`src/rtl/regfile_dump_pkg.sv`:
```
// Shared types and defaults for the register-file dump engine.
// Build option: DUMP_CHKSUM_EN adds a checksum trailer byte.
package regfile_dump_pkg;

  localparam int AW_DEF = 4;
  localparam int DW_DEF = 8;
  localparam int CW_DEF = AW_DEF + 1;

  typedef enum logic [2:0] {
    IDLE,
    FETCH,
    SEND_A,
    SEND_B,
    SEND_C,
    DONE
  } state_t;

endpackage

```
`src/rtl/regfile_dump_if.sv`:
```
// Valid/ready byte stream carried out of the dump engine.
// Build option: DUMP_CHKSUM_EN (no interface changes).
interface regfile_dump_if #(
  parameter int DW = 8
);

  logic [DW-1:0] out_data;
  logic          out_valid;
  logic          out_ready;

  modport master (
    output out_data,
    output out_valid,
    input  out_ready
  );

  modport slave (
    input  out_data,
    input  out_valid,
    output out_ready
  );

endinterface

```
`src/rtl/regfile_dump.sv`:
```
// Walks a register range via two read ports, streams bytes in order.
// Build option: DUMP_CHKSUM_EN appends a mod-256 sum trailer byte.
module regfile_dump
  import regfile_dump_pkg::*;
#(
  parameter int AW = AW_DEF,
  parameter int DW = DW_DEF
) (
  input  logic          clk,
  input  logic          rst_n,
  input  logic          start,
  input  logic [AW-1:0] first,
  input  logic [AW-1:0] last,
  output logic          busy,
  output logic          done,
  output logic [AW-1:0] src0,
  output logic [AW-1:0] src1,
  input  logic [DW-1:0] outa,
  input  logic [DW-1:0] outb,
  regfile_dump_if.master strm
);

  state_t        r_state;
  state_t        w_next;
  state_t        w_tail;
  logic [AW-1:0] r_ptr;
  logic [AW-1:0] r_src0;
  logic [AW-1:0] r_src1;
  logic [AW:0]   r_cnt;
  logic [DW-1:0] r_buf_a;
  logic [DW-1:0] r_buf_b;
  logic          r_pair;
  logic          w_hs;
  logic [AW-1:0] w_span;
  logic [AW:0]   w_cnt0;
  logic [AW-1:0] w_ptr1;
  logic [DW-1:0] w_sum;

  assign w_hs   = strm.out_valid && strm.out_ready;
  assign w_span = last - first;
  assign w_cnt0 = {1'b0, w_span} + (AW+1)'(1);
  assign w_ptr1 = r_ptr + AW'(1);

`ifdef DUMP_CHKSUM_EN
  logic [DW-1:0] r_sum;

  assign w_tail = SEND_C;
  assign w_sum  = r_sum;

  always_ff @(posedge clk) begin
    if (!rst_n) begin
      r_sum <= '0;
    end else if (r_state == IDLE && start) begin
      r_sum <= '0;
    end else if (w_hs && (r_state == SEND_A ||
                          r_state == SEND_B)) begin
      r_sum <= r_sum + strm.out_data;
    end
  end
`else
  assign w_tail = DONE;
  assign w_sum  = '0;
`endif

  always_comb begin
    w_next = r_state;
    unique case (r_state)
      IDLE:    if (start) w_next = FETCH;
      FETCH:   w_next = SEND_A;
      SEND_A:  if (w_hs) w_next = r_pair ? SEND_B : w_tail;
      SEND_B:  if (w_hs) begin
        w_next = (r_cnt > (AW+1)'(2)) ? FETCH : w_tail;
      end
      SEND_C:  if (w_hs) w_next = DONE;
      DONE:    w_next = IDLE;
      default: w_next = IDLE;
    endcase
  end

  always_comb begin
    strm.out_valid = 1'b0;
    strm.out_data  = '0;
    unique case (r_state)
      SEND_A: begin
        strm.out_valid = 1'b1;
        strm.out_data  = r_buf_a;
      end
      SEND_B: begin
        strm.out_valid = 1'b1;
        strm.out_data  = r_buf_b;
      end
      SEND_C: begin
        strm.out_valid = 1'b1;
        strm.out_data  = w_sum;
      end
      default: ;
    endcase
  end

  assign busy = (r_state != IDLE);
  assign done = (r_state == DONE);
  // Addresses hold their fetch values so the file sees no churn
  assign src0 = (r_state == FETCH) ? r_ptr  : r_src0;
  assign src1 = (r_state == FETCH) ? w_ptr1 : r_src1;

  always_ff @(posedge clk) begin
    if (!rst_n) begin
      r_state <= IDLE;
      r_ptr   <= '0;
      r_cnt   <= '0;
      r_src0  <= '0;
      r_src1  <= '0;
      r_buf_a <= '0;
      r_buf_b <= '0;
      r_pair  <= 1'b0;
    end else begin
      r_state <= w_next;
      unique case (r_state)
        IDLE: if (start) begin
          r_ptr <= first;
          r_cnt <= w_cnt0;
        end
        FETCH: begin
          r_src0  <= r_ptr;
          r_src1  <= w_ptr1;
          r_buf_a <= outa;
          r_buf_b <= outb;
          r_pair  <= (r_cnt >= (AW+1)'(2));
        end
        SEND_A: if (w_hs && !r_pair) begin
          r_cnt <= r_cnt - (AW+1)'(1);
        end
        SEND_B: if (w_hs) begin
          r_ptr <= r_ptr + AW'(2);
          r_cnt <= r_cnt - (AW+1)'(2);
        end
        default: ;
      endcase
    end
  end

endmodule
```
`src/flat_wrapper.sv`:
```
// flat-port wrapper written by rule: the top's interface ports become plain ports
module regfile_dump_flat import regfile_dump_pkg::*;
#(
  parameter int AW = AW_DEF,
  parameter int DW = DW_DEF
)
  (clk, rst_n, start, first, last, busy, done, src0, src1, outa, outb, strm_out_data, strm_out_valid, strm_out_ready);
  regfile_dump_if #(.DW(DW)) strm_i ();
  input  logic clk;
  input  logic rst_n;
  input  logic start;
  input  logic [AW-1:0] first;
  input  logic [AW-1:0] last;
  output logic busy;
  output logic done;
  output logic [AW-1:0] src0;
  output logic [AW-1:0] src1;
  input  logic [DW-1:0] outa;
  input  logic [DW-1:0] outb;
  output wire logic [$bits(strm_i.out_data)-1:0] strm_out_data;
  output wire logic [$bits(strm_i.out_valid)-1:0] strm_out_valid;
  input wire logic [$bits(strm_i.out_ready)-1:0] strm_out_ready;
  assign strm_out_data = strm_i.out_data;
  assign strm_out_valid = strm_i.out_valid;
  assign strm_i.out_ready = strm_out_ready;
  regfile_dump #(.AW(AW), .DW(DW)) u_core (.clk(clk), .rst_n(rst_n), .start(start), .first(first), .last(last), .busy(busy), .done(done), .src0(src0), .src1(src1), .outa(outa), .outb(outb), .strm(strm_i));
endmodule
```
`config.mk`:
```
export PLATFORM = sky130hd
export DESIGN_NAME = regfile_dump_flat
export DESIGN_NICKNAME = d
export VERILOG_FILES = /design/src/rtl/regfile_dump_pkg.sv /design/src/rtl/regfile_dump_if.sv /design/src/rtl/regfile_dump.sv /design/src/flat_wrapper.sv
export SDC_FILE = /design/constraint.sdc
export NUM_CORES = 1
export LEC_CHECK = 0
export BUFFER_PORTS_ARGS = -buffer_cell sky130_fd_sc_hd__buf_4
export CAP_MARGIN = 20
export CORE_MARGIN = 2
export CORE_UTILIZATION = 45
export DETAILED_ROUTE_END_ITERATION = 16
export PLACE_DENSITY = 0.77
export SETUP_SLACK_MARGIN = 0.05
export SLEW_MARGIN = 20
export SYNTH_ARGS = -nofsm -noshare
export SYNTH_HDL_FRONTEND = slang
export SYNTH_SLANG_ARGS = --single-unit
```
`constraint.sdc`:
```
create_clock -name clk -period 1.6 [get_ports clk]
set_input_delay 0.24 -clock clk [delete_from_list [all_inputs] [get_ports clk]]
set_output_delay 0.24 -clock clk [all_outputs]
set_load 0.02 [all_outputs]
```
Word-level counts from Yosys, hierarchy flattened
Index checks and enable logic that the tools add are counted.
Cells by class
  add/sub/neg operators: 6
  magnitude comparators: 2
  eq/ne operators: 10
  mux-type cells: 18
  reductions and logical operators: 11
Operators with widths (count)
  two-way mux 3 bit: 6
  two-way mux 4 bit: 4
  one-hot mux 8 bit (2 select lines): 1
  two-way mux 5 bit: 3
  one-hot mux 3 bit (5 select lines): 1
  one-hot mux 5 bit (3 select lines): 1
  != test 2 x 1 -> 1 bit (second input constant): 4
  one-hot mux 4 bit (2 select lines): 1
  AND reduction 4 bit: 2
  equality test 3 x 2 -> 1 bit (second input constant): 2
  equality test 3 bit (second input constant): 2
  nonzero test 3 bit: 2
  adder 4 x 1 -> 5 bit (second input constant): 1
  >= comparator 5 x 2 -> 1 bit (second input constant): 1
  greater-than comparator 5 x 2 -> 1 bit (second input constant): 1
  subtractor 5 x 1 -> 5 bit (second input constant): 1
  subtractor 5 x 2 -> 5 bit (second input constant): 1
  adder 4 x 1 -> 4 bit (second input constant): 1
  adder 4 x 2 -> 4 bit (second input constant): 1
  subtractor 4 bit: 1
  equality test 3 x 1 -> 1 bit (second input constant): 1
  zero test 3 bit: 1
  AND reduction 3 bit: 1
  OR reduction 3 bit: 1
  other kinds (5): 6
Storage, ports and cells
  flip-flop bits (word level): 37
  output and inout bits: 19
  logic and storage cells: 55

Depth between registers and ports, before layout
  word-level depth: 7
  gate-level depth with buffers: 9
  gate-level depth less buffers: 9

Worst setup path after synthesis
No wires, ideal clock.
  path type: input to register
  start point: in last[0]
  end point: reg u_core.r_cnt[3]
  data arrival time: 1614 ps
  slack: -134 ps
  stages on the path: 9
  path buffers: 0
  cells stage by stage: inv_1 > ha_1 > inv_1 > fa_1 > xor2_1 > and3_1 > xnor3_1 > nor2_1 > o31a_1
Between the ends
  longest elaborated chain between the ends: 4
Ends and longest elaborated chain
  start: declaration: RTL line flat_wrapper.sv:13  | input logic [AW-1:0] last;
  subtractor 4 bit: RTL line regfile_dump.sv:40  | assign w_span = last - first;
  adder 4 x 1 -> 5 bit: RTL line regfile_dump.sv:41  | assign w_cnt0 = {1'b0, w_span} + (AW+1)'(1);
  two-way mux 5 bit: RTL line regfile_dump.sv:119  | IDLE: if (start) begin
  one-hot mux 5 bit (3 select lines): RTL line regfile_dump.sv:118  | unique case (r_state)
  end signal: assignment: RTL line regfile_dump.sv:121  | r_cnt <= w_cnt0;
  end signal: assignment: RTL line regfile_dump.sv:131  | r_cnt <= r_cnt - (AW+1)'(1);
  end signal: assignment: RTL line regfile_dump.sv:135  | r_cnt <= r_cnt - (AW+1)'(2);
  end: declaration: RTL line regfile_dump.sv:29  | logic [AW:0] r_cnt;
Every way passes these cells. The select of a mux whose other input is x is not followed.
A chain may end at the register's enable or synchronous reset.

Worst setup path in the final report
  start point: reg u_core.r_state[0]
  end point: reg u_core.r_ptr[3]
Between the ends
  longest elaborated chain between the ends: 6
  elaborated cells on any way between the ends: 12
Ends and longest elaborated chain
  start: declaration: RTL line regfile_dump.sv:23  | state_t r_state;
  start signal: assignment: RTL line regfile_dump.sv:117  | r_state <= w_next;
  equality test 3 bit (tied with other cells): RTL line regfile_dump.sv:83  | unique case (r_state)
  OR reduction 3 bit (no line)
  two-way mux 1 bit: RTL line regfile_dump.sv:83
  logical AND 1 bit: RTL line regfile_dump.sv:39  | assign w_hs = strm.out_valid && strm.out_ready;
  != test 2 x 1 -> 1 bit (no line)
  AND reduction 3 bit (no line)
  end signal: assignment: RTL line regfile_dump.sv:120  | r_ptr <= first;
  end signal: assignment: RTL line regfile_dump.sv:134  | r_ptr <= r_ptr + AW'(2);
  end: declaration: RTL line regfile_dump.sv:26  | logic [AW-1:0] r_ptr;
Several ways; a longest one is shown, not always the timed one.

==> impl_metrics.csv <==
group,metric,value,unit
run_status,status,"finished, violations left",
run_status,violations,"setup timing",
place,io_buffers,46,
yosys,synth_top_cell_area_share,36.8,%
sta,finalCritPeriodShare,110,%
yosys,syn_area_per_cell,7.79,um^2
critical_path,timing.rr.start,"u_core.r_state[0]$_SDFFE_PN0P_",
yosys,synth_cell_types,40,
critical_path,cpLargestDelayFamily,"compound AO/OA/AOI/OAI gates",
pwr,ir_drop,565,uV
sta,tightestPinTransition,548,ps
critical_path,worst-path-buf-inv,2,
global_route,track_usage,25.0,%
detailed_routing,viasPerCell,5.67,
clock_network,htree_num_levels,2,
clock_network,clockRootBuffer,"clkbuf_8",
yosys,ys_seq_area_share,36.8,%
critical_path,cp_cell_sequence,"buf_4, buf_6, or3b_4, a21oi_4, o21ai_1, a22oi_1, nor2_1",
detailed_routing,dr.pass1.iters,4,
floorplan,die-area,0.00502,mm^2
floorplan,pin_count,47,
global_route,grt_start_max_net_pins,18,
clock_network,clock-sinks,37,
sta,grt_setup_unrepaired,"yes",
place,detailedPlace.worstSlack,-289,ps
detailed_routing,routedWlPerCell,17.3,um
clock_network,cts_hold_buf,0,
place,dpl-instance-area,0.00257,mm^2
yosys,syn_inst,258,
pwr,total_power,3030,uW
sta,period_needed,1750,ps
critical_path,cp-start-kind,"flip-flop",
sta,setup_viol,20,
clock_network,cts_tree,"yes",
critical_path,path_class,"reg2reg",
floorplan,die_w,70.8,um
layout,area_delta_synth_final,58.2,%
yosys,synth.most_common_cell,"nand2_1",
global_route,first_global_vias,2133,
clock_network,path_clk_slew,70,ps
yosys,ys_warn_count,0,
clock_network,clock_path_buffers,2,
sta,hold_ws,192,ps
global_route,grt-ovfl-total,0,
layout,num_antenna_cells,0,
sta,max_slew_margin,63.4,%
global_route,grt_pass1_wl,9.91,mm
sta,fin_skew,15.1,ps
pwr,power_density,953,mW/mm^2
sta,final-max-slew-violation-count,0,
sta,hold_viol,0,
yosys,synth_area,0.00201,mm^2
layout,stdcell_area,0.00318,mm^2
floorplan,row_count,24,
detailed_routing,ant_nets,0,
critical_path,endpoint_kind,"flip-flop",
min_path,hold_class,"in2reg",
floorplan,coreArea,0.00432,mm^2
place,place.gp.congestion,0.874,
sta,max_freq,571,MHz
floorplan,start_util,46.5,%
yosys,synth_area_leaders,"dfxtp_1 37%, nand2_1 11%, ha_1 6.2%",
critical_path,critical-path-max-stage-delay,410,ps
sta,worst_slack,-153,ps
flow_run,cap_viol_max_count,0,
clock_network,clkLatencyLatePin,300,ps
detailed_routing,vias,2255,
sta,tns,-1610,ps
yosys,ys_seq_elements,37,
yosys,ys.flop_type,"dfxtp_1",
layout,layout.nets,385,
layout,drive_gt1_share,44.2,%
yosys,syn_nets,297,
global_route,antenna_found_initial,0,
pwr,cellLeakagePower,0.00137,uW
yosys,synth_edf_count,0,
yosys,synthArstFlopShare,0,%
min_path,worstHoldStart,"outa[7]",
detailed_routing,wirelength,6.88,mm
critical_path,crit_path_start,"u_core.r_state[0]$_SDFFE_PN0P_",
detailed_routing,drc,0,
clock_network,cts_buffers,5,
floorplan,die_height,70.8,um
detailed_routing,drt-initial-drc-count,162,
yosys,synth_top_area_cell,"dfxtp_1",
yosys,synth_commonest_cells,"61 x nand2_1, 37 x dfxtp_1, 24 x a21oi_1",
critical_path,critPathArrivalTime,1920,ps
critical_path,cp.required,1770,ps
place,hpwl,3.40,mm
critical_path,cp_slowest_cell,"or3b_4",
critical_path,crit_path_max_fanout,6,
==> path summary, 6_finish.rpt <==
path | cells past startpoint | to | slack, ps
worst max register to register | 7 | u_core.r_ptr[3]$_SDFFE_PN0P_ | -150
worst min-delay path | 3 | u_core.r_buf_a[7]$_SDFFE_PN0P_ | 190
worst min register to register | 2 | u_core.r_buf_a[3]$_SDFFE_PN0P_ | 470
worst max-delay path | 7 | u_core.r_ptr[3]$_SDFFE_PN0P_ | -150
==> worst reg2reg max path: cells and delay by family, from the launching register on <==
kind                   cells  cell delay [ps]
AO/OA/AOI/OAI              3              560
buffers and inverters      2              270
flip-flops                 1              340
AND/OR/NAND/NOR            2              470
==> final cells by class <==
cell class / instances / area, um^2
tap: 52 / 65.1
clock buffer: 7 / 86.3
timing repair buffer: 94 / 817
multi-input combinational: 197 / 1420
sequential: 37 / 748
fill: 293 / 1140
inverter: 11 / 45.0
==> cell families (layout without fill, tap and decap cells) <==
kind of cell	count (synthesis)	count (layout)	share of synthesized area, %
compound gates	52	52	15.4
xor+xnor	8	8	4.17
fa+ha+maj	11	11	7.22
buf+inv	25	112	5.29
flops	37	37	36.8
mux	12	12	6.04
simple gates	113	114	25.1
==> cells in the final DEF, fill, tap and decap left out, types with 7 or more instances in the layout <==
cell     Yosys  layout
buf_4        0      72
nand2_1     61      51
dfxtp_1     37      33
a21oi_1     24      23
buf_6        1      19
nor2_1      21      14
nand2_2      0       8
ha_1        10       8
inv_1       11       7
==> repair_timing <==
item,in CTS,in global routing
gates resized for setup,56,32
setup buffers,14,8
cloned,3,0
setup endpoints to repair,29,28
pin swaps,24,16
==> metal layers <==
layer  track usage (%)  vias up  wire, um
met2              43.1      115      3490
met1              30.0     1062      2660
li1                  -     1048         -
met3              5.13       30       441
met5                 0        -         0
met4              11.5        0       278
==> metrics by stage <==
step,utilization [%],instances
floorplan,-,258
global placement,59.3,366
detailed placement,59.3,366
CTS,69.2,390
global route,73.6,398
finish,73.6,398
==> flip-flops by register name, summed over array words and instances, names as in the netlist <==
signal          flops
u_core.r_buf_a      8
u_core.r_buf_b      8
u_core.r_cnt        5
u_core.r_ptr        4
u_core.r_src0       4
u_core.r_src1       4
u_core.r_state      3
u_core.r_pair       1
==> where the power goes <==
group          leakage [uW]  internal (uW)  switching, uW
Clock             0.0000443            342            348
Sequential         0.000304           1010           91.6
Combinational       0.00102            617            621
Note: power is estimated with default switching activity, not from simulation.
